[src/rtl/mastermind_control_param.sv]
// mastermind_control_param
//   Game-sequencing controller for the Mastermind datapath, parametrised on
//   peg count and guess limit. Walks the player through code entry, repeated
//   guess entry, per-peg comparison and a win/lose terminal state.
//
// State table
//   state          | meaning
//   ---------------+-------------------------------------------------------
//   LOAD_CODE      | strobe load_code for peg slot, wait for key press
//   LOAD_CODE_WAIT | key held, wait for release, then advance slot
//   GUESS          | strobe load_guess for peg slot, wait for key press
//   GUESS_WAIT     | key held, wait for release, then advance slot
//   COMPARE        | sweep compare_i over all pegs, one per cycle
//   CHECK          | count the guess, decide win / lose / next guess
//   GAME_OVER      | terminal, left only through new_game or reset
//
// Ports
//   clk            in   system clock, rising edge
//   reset          in   synchronous active-high reset
//   load           in   debounced player key (level)
//   new_game       in   restart request (level)
//   exact_match    in   datapath: all pegs match, sampled in CHECK
//   load_code      out  write code peg slot_idx
//   load_guess     out  write guess peg slot_idx
//   slot_idx       out  peg slot being loaded
//   compare        out  datapath compares peg compare_i this cycle
//   compare_i      out  peg index under comparison
//   compare_done   out  last compare cycle
//   guess_count    out  completed guesses this game
//   game_over      out  game finished
//   win            out  game won (meaningful with game_over)

module mastermind_control_param #(
    parameter int NUM_PEGS    = 4,
    parameter int MAX_GUESSES = 10,
    localparam int IDX_W      = (NUM_PEGS > 1) ? $clog2(NUM_PEGS) : 1,
    localparam int CNT_W      = $clog2(MAX_GUESSES + 1)
) (
    input  logic             clk,
    input  logic             reset,
    input  logic             load,
    input  logic             new_game,
    input  logic             exact_match,
    output logic             load_code,
    output logic             load_guess,
    output logic [IDX_W-1:0] slot_idx,
    output logic             compare,
    output logic [IDX_W-1:0] compare_i,
    output logic             compare_done,
    output logic [CNT_W-1:0] guess_count,
    output logic             game_over,
    output logic             win
);

    typedef enum logic [2:0] {
        ST_LOAD_CODE      = 3'd0,
        ST_LOAD_CODE_WAIT = 3'd1,
        ST_GUESS          = 3'd2,
        ST_GUESS_WAIT     = 3'd3,
        ST_COMPARE        = 3'd4,
        ST_CHECK          = 3'd5,
        ST_GAME_OVER      = 3'd6
    } state_t;

    localparam logic [IDX_W-1:0] LAST_IDX   = IDX_W'(NUM_PEGS - 1);
    localparam logic [CNT_W-1:0] LAST_GUESS = CNT_W'(MAX_GUESSES - 1);

    state_t           state_q, state_d;
    logic [IDX_W-1:0] slot_q, slot_d;
    logic [IDX_W-1:0] cmp_q, cmp_d;
    logic [CNT_W-1:0] guess_cnt_q, guess_cnt_d;
    logic             win_q, win_d;

    always_ff @(posedge clk) begin
        if (reset) begin
            state_q     <= ST_LOAD_CODE;
            slot_q      <= '0;
            cmp_q       <= '0;
            guess_cnt_q <= '0;
            win_q       <= 1'b0;
        end else begin
            state_q     <= state_d;
            slot_q      <= slot_d;
            cmp_q       <= cmp_d;
            guess_cnt_q <= guess_cnt_d;
            win_q       <= win_d;
        end
    end

    always_comb begin
        state_d     = state_q;
        slot_d      = slot_q;
        cmp_d       = cmp_q;
        guess_cnt_d = guess_cnt_q;
        win_d       = win_q;

        if (new_game) begin
            // Restart outranks every state, including a pending key press.
            state_d     = ST_LOAD_CODE;
            slot_d      = '0;
            cmp_d       = '0;
            guess_cnt_d = '0;
            win_d       = 1'b0;
        end else begin
            case (state_q)
                ST_LOAD_CODE: begin
                    if (load) state_d = ST_LOAD_CODE_WAIT;
                end
                ST_LOAD_CODE_WAIT: begin
                    if (!load) begin
                        if (slot_q == LAST_IDX) begin
                            slot_d  = '0;
                            state_d = ST_GUESS;
                        end else begin
                            slot_d  = slot_q + IDX_W'(1);
                            state_d = ST_LOAD_CODE;
                        end
                    end
                end
                ST_GUESS: begin
                    if (load) state_d = ST_GUESS_WAIT;
                end
                ST_GUESS_WAIT: begin
                    if (!load) begin
                        if (slot_q == LAST_IDX) begin
                            slot_d  = '0;
                            cmp_d   = '0;
                            state_d = ST_COMPARE;
                        end else begin
                            slot_d  = slot_q + IDX_W'(1);
                            state_d = ST_GUESS;
                        end
                    end
                end
                ST_COMPARE: begin
                    if (cmp_q == LAST_IDX) begin
                        cmp_d   = '0;
                        state_d = ST_CHECK;
                    end else begin
                        cmp_d = cmp_q + IDX_W'(1);
                    end
                end
                ST_CHECK: begin
                    guess_cnt_d = guess_cnt_q + CNT_W'(1);
                    // A match on the final allowed guess still counts as a win.
                    if (exact_match) begin
                        win_d   = 1'b1;
                        state_d = ST_GAME_OVER;
                    end else if (guess_cnt_q == LAST_GUESS) begin
                        state_d = ST_GAME_OVER;
                    end else begin
                        state_d = ST_GUESS;
                    end
                end
                ST_GAME_OVER: begin
                    state_d = ST_GAME_OVER;
                end
                default: begin
                    state_d = ST_LOAD_CODE;
                end
            endcase
        end
    end

    logic in_load_state;
    logic in_compare;

    assign in_load_state = (state_q == ST_LOAD_CODE) || (state_q == ST_LOAD_CODE_WAIT) ||
                           (state_q == ST_GUESS)     || (state_q == ST_GUESS_WAIT);
    assign in_compare    = (state_q == ST_COMPARE);

    assign load_code    = (state_q == ST_LOAD_CODE);
    assign load_guess   = (state_q == ST_GUESS);
    assign slot_idx     = in_load_state ? slot_q : '0;
    assign compare      = in_compare;
    assign compare_i    = in_compare ? cmp_q : '0;
    assign compare_done = in_compare && (cmp_q == LAST_IDX);
    assign guess_count  = guess_cnt_q;
    assign game_over    = (state_q == ST_GAME_OVER);
    assign win          = win_q;

endmodule
[config.mk]
export PLATFORM = sky130hd
export DESIGN_NAME = mastermind_control_param
export DESIGN_NICKNAME = d
export VERILOG_FILES = /design/src/rtl/mastermind_control_param.sv
export SDC_FILE = /design/constraint.sdc
export NUM_CORES = 1
export LEC_CHECK = 0
export CAP_MARGIN = 20
export CORE_MARGIN = 2
export CORE_UTILIZATION = 48
export DETAILED_ROUTE_END_ITERATION = 7
export PLACE_DENSITY = 0.81
export REMOVE_ABC_BUFFERS = 1
export SLEW_MARGIN = 25
export SYNTH_ARGS = -nofsm -noshare
export SYNTH_HDL_FRONTEND = slang
export SYNTH_SLANG_ARGS = --single-unit
[constraint.sdc]
create_clock -name clk -period 2.04 [get_ports clk]
set_input_delay 0.306 -clock clk [delete_from_list [all_inputs] [get_ports clk]]
set_output_delay 0.306 -clock clk [all_outputs]
set_load 0.05 [all_outputs]
======== Word level (Yosys, flattened, before mapping) ========
Cells that the tools add are included.
cells by class
  add/subtract/negate cells ............... 3
  multipliers ............................. 0
  divide/modulo/power cells ............... 0
  magnitude comparators ................... 0
  equality and inequality tests ........... 15
  shift operators ......................... 0
  multiplexer cells ....................... 17
  bitwise gates (word level) .............. 1
  reductions and logical operators ........ 12
operator list
  kind                                                                   count
  3-bit two-way mux                                                      8
  3-bit one-hot mux with 7 select lines                                  1
  2-bit two-way mux                                                      7
  2-bit != test, second input constant                                   5
  3-bit equality test, second input constant                             3
  3-bit by 2-bit equality test with 1-bit output, second input constant  2
  5-bit AND reduction                                                    1
  2-bit by 1-bit adder with 2-bit output, second input constant          2
  4-bit by 1-bit adder with 4-bit output, second input constant          1
  2-bit equality test, second input constant                             2
  4-bit equality test, second input constant                             1
  2-bit one-hot mux with 2 select lines                                  1
  2-bit AND reduction                                                    2
  2-bit OR reduction                                                     2
  3-bit by 1-bit equality test with 1-bit output, second input constant  1
  3-bit logical NOT                                                      1
  1-bit logical OR                                                       3
  3-bit AND reduction                                                    1
  2-bit by 1-bit != test with 1-bit output, second input constant        1
  2-bit nonzero test                                                     1
  1-bit logical AND                                                      1
  1-bit inverter                                                         1
word-level totals
  flip-flop bits (word level) ............. 12
  latch bits .............................. 0
  memory bits (writable) .................. 0
  bits in read-only memories .............. 0
  input bits .............................. 5
  output and inout bits ................... 14
  memories kept ........................... 0

======== Depth between registers and ports, before layout ========
  depth after elaboration ................. 5
  gate-level depth with buffers ........... 5
  depth with buffers taken out ............ 5

======== Worst setup path after synthesis ========
OpenSTA, ideal clock, no wires.
  kind .................................... flip-flop to output port
  from .................................... register state_q[2]
  to ...................................... output port load_guess
  data arrival time ....................... 1.637 ns
  data required time ...................... 1.734 ns
  setup slack ............................. 0.097 ns
  cell stages (with the launch flop) ...... 3
  buffers on the path ..................... 1
  path through ............................ dfxtp_1 buf_2 nor3b_1
between the ends
  word-level cells in the longest chain between the ends .. 1
RTL lines
  item                                            line  RTL
  start: declaration                              68    state_t state_q, state_d;
  start signal: assignment                        82    state_q <= state_d;
  3-bit by 2-bit equality test with 1-bit output  173   assign load_guess = (state_q == ST_GUESS);
  end: declaration                                45    output logic load_guess,
No other way between the ends.

======== Worst setup path after layout ========
  from .................................... register state_q[2]
  to ...................................... output port compare_done
between the ends
  word-level cells in the longest chain between the ends .. 2
RTL lines
  item                 line  RTL
  3-bit equality test  170   assign in_compare = (state_q == ST_COMPARE);
  1-bit logical AND    177   assign compare_done = in_compare && (cmp_q == LAST_IDX);
  end: declaration     49    output logic compare_done,
No other way between the ends.

==> results_dict.tcl <==
set metrics [dict create \
    ys.flop_type "dfxtp_1" \
    synth_seq_cells 12 \
    arrival_ns 1.61 \
    worstSetupPathType "flop to output pin" \
    rsz0062_at_grt "false" \
    drive_above_1_share_pct 21.6 \
    cp_cell_sequence "or3b_4, inv_2, and2_2, buf_12" \
    grt_overflow 0 \
    fp-row-count 13 \
    synth_top_family_by_area "simple AND/OR/NAND/NOR gates" \
    synth-adder-area-share_pct 7.72 \
    async_flop_share_pct 0 \
    slew_violations 0 \
    postCtsResizedCells 1 \
    grt_pass1_wl_microns 2070 \
    startpoint_type "flop" \
    ys_seq_area_share_pct 37.1 \
    numClockSinks 12 \
    utilization_pct 69.2 \
    maxCapViolCount 0 \
    worstSetupEndpointType "output pin" \
    vias 549 \
    cts_tree "yes" \
    synthMuxAreaShare_pct 6.18 \
    root_buffer "clkbuf_4" \
    synth.avg_cell_area_sq_um 9.26 \
    fin_skew_ns 0.00515 \
    drt_wl_total_microns 1270 \
    htreeDepth 1 \
    post-cts-setup-buffers 0 \
    fillers 114 \
    setup_viol 0 \
    cp_slowest_cell "dfxtp_2" \
    synth_xor_area_share_pct 2.70 \
    path_max_fanout 12 \
    initial_core_util_pct 50.4 \
    drtAntennaViolNets 0 \
    nets 99 \
    p_per_area_nw_per_um2 459 \
    detailedRoute.firstIterationViolations 10 \
    cts_hold_repair.buffers 0 \
    max_stage_delay_ns 0.46 \
    hold_path.class "flop to flop" \
    numPortBuffers 18 \
    combPwrFrac_pct 7.0 \
    synth_compound_area_share_pct 9.07 \
    tightest_slew_ns 0.497 \
    drc 0 \
    track_usage_pct 19.7 \
    max_freq_mhz 522 \
    hpwl_microns 967 \
    p_int_w 0.000317 \
    syn2layout_area_growth_pct 37.3 \
    grt_max_degree 13 \
    ys.warnings.count 0 \
    timing.rr.start "state_q[2]$_SDFFE_PP0P_" \
    clock_path_buffers 2 \
    ir_drop_v 0.000271 \
    power_leakage_nw 0.369 \
    core_area_sq_um 1280 \
    yosys.area_share.simple_pct 32.2 \
    slew_headroom_pct 66.8 \
    fin_tns_setup_ns 0 \
    clkTransAtPathRegs_ns 0.07 \
    switchingPower_w 0.0000912 \
    wl_per_cell_microns 12.3 \
    synth_enable_flop_cells 0 \
    synthesis.area_sq_um 648 \
    worst_ep_required_time_ns 1.73 \
    grt_pass1_vias 453 \
    insertion_delay_ns 0.27 \
    antenna_found_initial 0 \
    ys_types 35 \
    hp-start "win$_SDFFE_PP0P_" \
    viasPerCell 5.33 \
    finalCriticalPeriod_ns 1.91 \
    n_antenna_cell 0 \
    hold_violations 0 \
    synthCells 70 \
    first_pass_iters 5 \
    cp_top_family "simple AND/OR/NAND/NOR gates" \
    routabilityCongestion 0.697 \
    clkPwrFrac_pct 34.9 \
    cts_buffers 3 \
    die-width_microns 40.7 \
    critPathBufInv 2 \
    status "finished, final reports clean" \
    power_frac_seq_pct 58.0 \
    ioPinCount 19 \
    critPathLaunch "state_q[2]$_SDFFE_PP0P_" \
    dieArea_sq_um 1660 \
    chipHeight_microns 40.7 \
    min_period_over_period_pct 93.8 \
    swShare_pct 22.3 \
]
registers in the layout (all words and copies together) (netlist names):
| register | flops |
|---|---|
| win | 1 |
| slot_q | 2 |
| state_q | 3 |
| cmp_q | 2 |
| guess_count | 4 |
cell families (layout without fill, tap and decap cells):
family	Yosys count	in the layout
xor+xnor	2	2
mux	4	4
buf+inv	7	25
fa+ha+maj	4	4
compound gates	8	8
simple gates	33	33
flops	12	12
layer usage:
layer  up-vias  share of wire (%)  track usage [%]
li1        280                  -                -
met3         0                4.5             8.15
met2        16                 50             32.5
met1       253                 46             22.5
met4         0                  0             7.50
met5         -                  0                0
final timing paths:
check / end / slack [ns] / cells after the start
worst max-delay path: compare_done / 0.13 / 4
worst min-delay path: win$_SDFFE_PP0P_ / 0.47 / 2
worst max register to register: cmp_q[1]$_SDFFE_PP0P_ / 0.66 / 3
worst min register to register: win$_SDFFE_PP0P_ / 0.47 / 2
power groups by stage:
stage / Sequential, W / Clock [W] / Combinational (W)
3_3_place_gp: 0.000242 / 0 / 0.0000280
3_5_place_dp: 0.000243 / 0 / 0.0000283
6_report: 0.000237 / 0.000143 / 0.0000287
5_1_grt: 0.000237 / 0.000166 / 0.0000307
4_1_cts: 0.000237 / 0.000149 / 0.0000285
2_1_floorplan: 0.000242 / 0 / 0.0000146
worst reg2reg max path, delay by kind of cell (launching register included):
| family | cells | cell delay, ns |
|---|---|---|
| AO/OA/AOI/OAI | 1 | 0.20 |
| flip-flops | 1 | 0.46 |
| AND/OR/NAND/NOR | 2 | 0.61 |
layout by cell type (no fill, tap or decap), types with 2 or more instances in the layout:
master           count
clkbuf_4             3
nor2b_1              5
dfxtp_1             11
clkdlybuf4s50_1     11
nor2_1               8
inv_1                2
and2_1               2
nand2_1              2
and3_1               2
ha_1                 4
a21oi_1              2
buf_12               4
or3_1                2
buf_4                4
mux2i_1              4
layout make-up:
type | count | area, sq um | area share, %
clock buffers | 3 | 22.5 | 2.53
flip-flops and latches | 12 | 241 | 27.1
repair buffers | 19 | 220 | 24.8
well taps | 15 | 18.8 | 2.11
inverters | 3 | 11.3 | 1.27
multi-input cells | 51 | 375 | 42.2
cells in the mapped netlist (all sizes together), types with 2 or more instances:
cell type,n,area (sq um)
clkbuf,2,11.3
buf,2,10.0
ha,4,50.1
and2,3,20.0
nor2,8,30.0
and3,2,12.5
dfxtp,12,240
inv,3,11.3
or3,2,12.5
nor3b,2,26.3
nor2b,5,31.3
mux2i,4,40.0
nand2,2,7.51
a21oi,2,10.0
metrics by stage:
stage,hold slack [ns],setup slack (ns),cell area [sq um],std cells,total power (W)
finish,0.469,0.126,890,103,0.000408
global route,0.518,0.0525,890,103,0.000434
CTS,0.478,0.114,890,103,0.000414
detailed placement,0.458,0.290,866,100,0.000271
global placement,0.451,0.341,866,100,0.000270
floorplan,0.447,0.112,627,66,0.000256
Note: power is estimated with default switching activity, not from simulation.
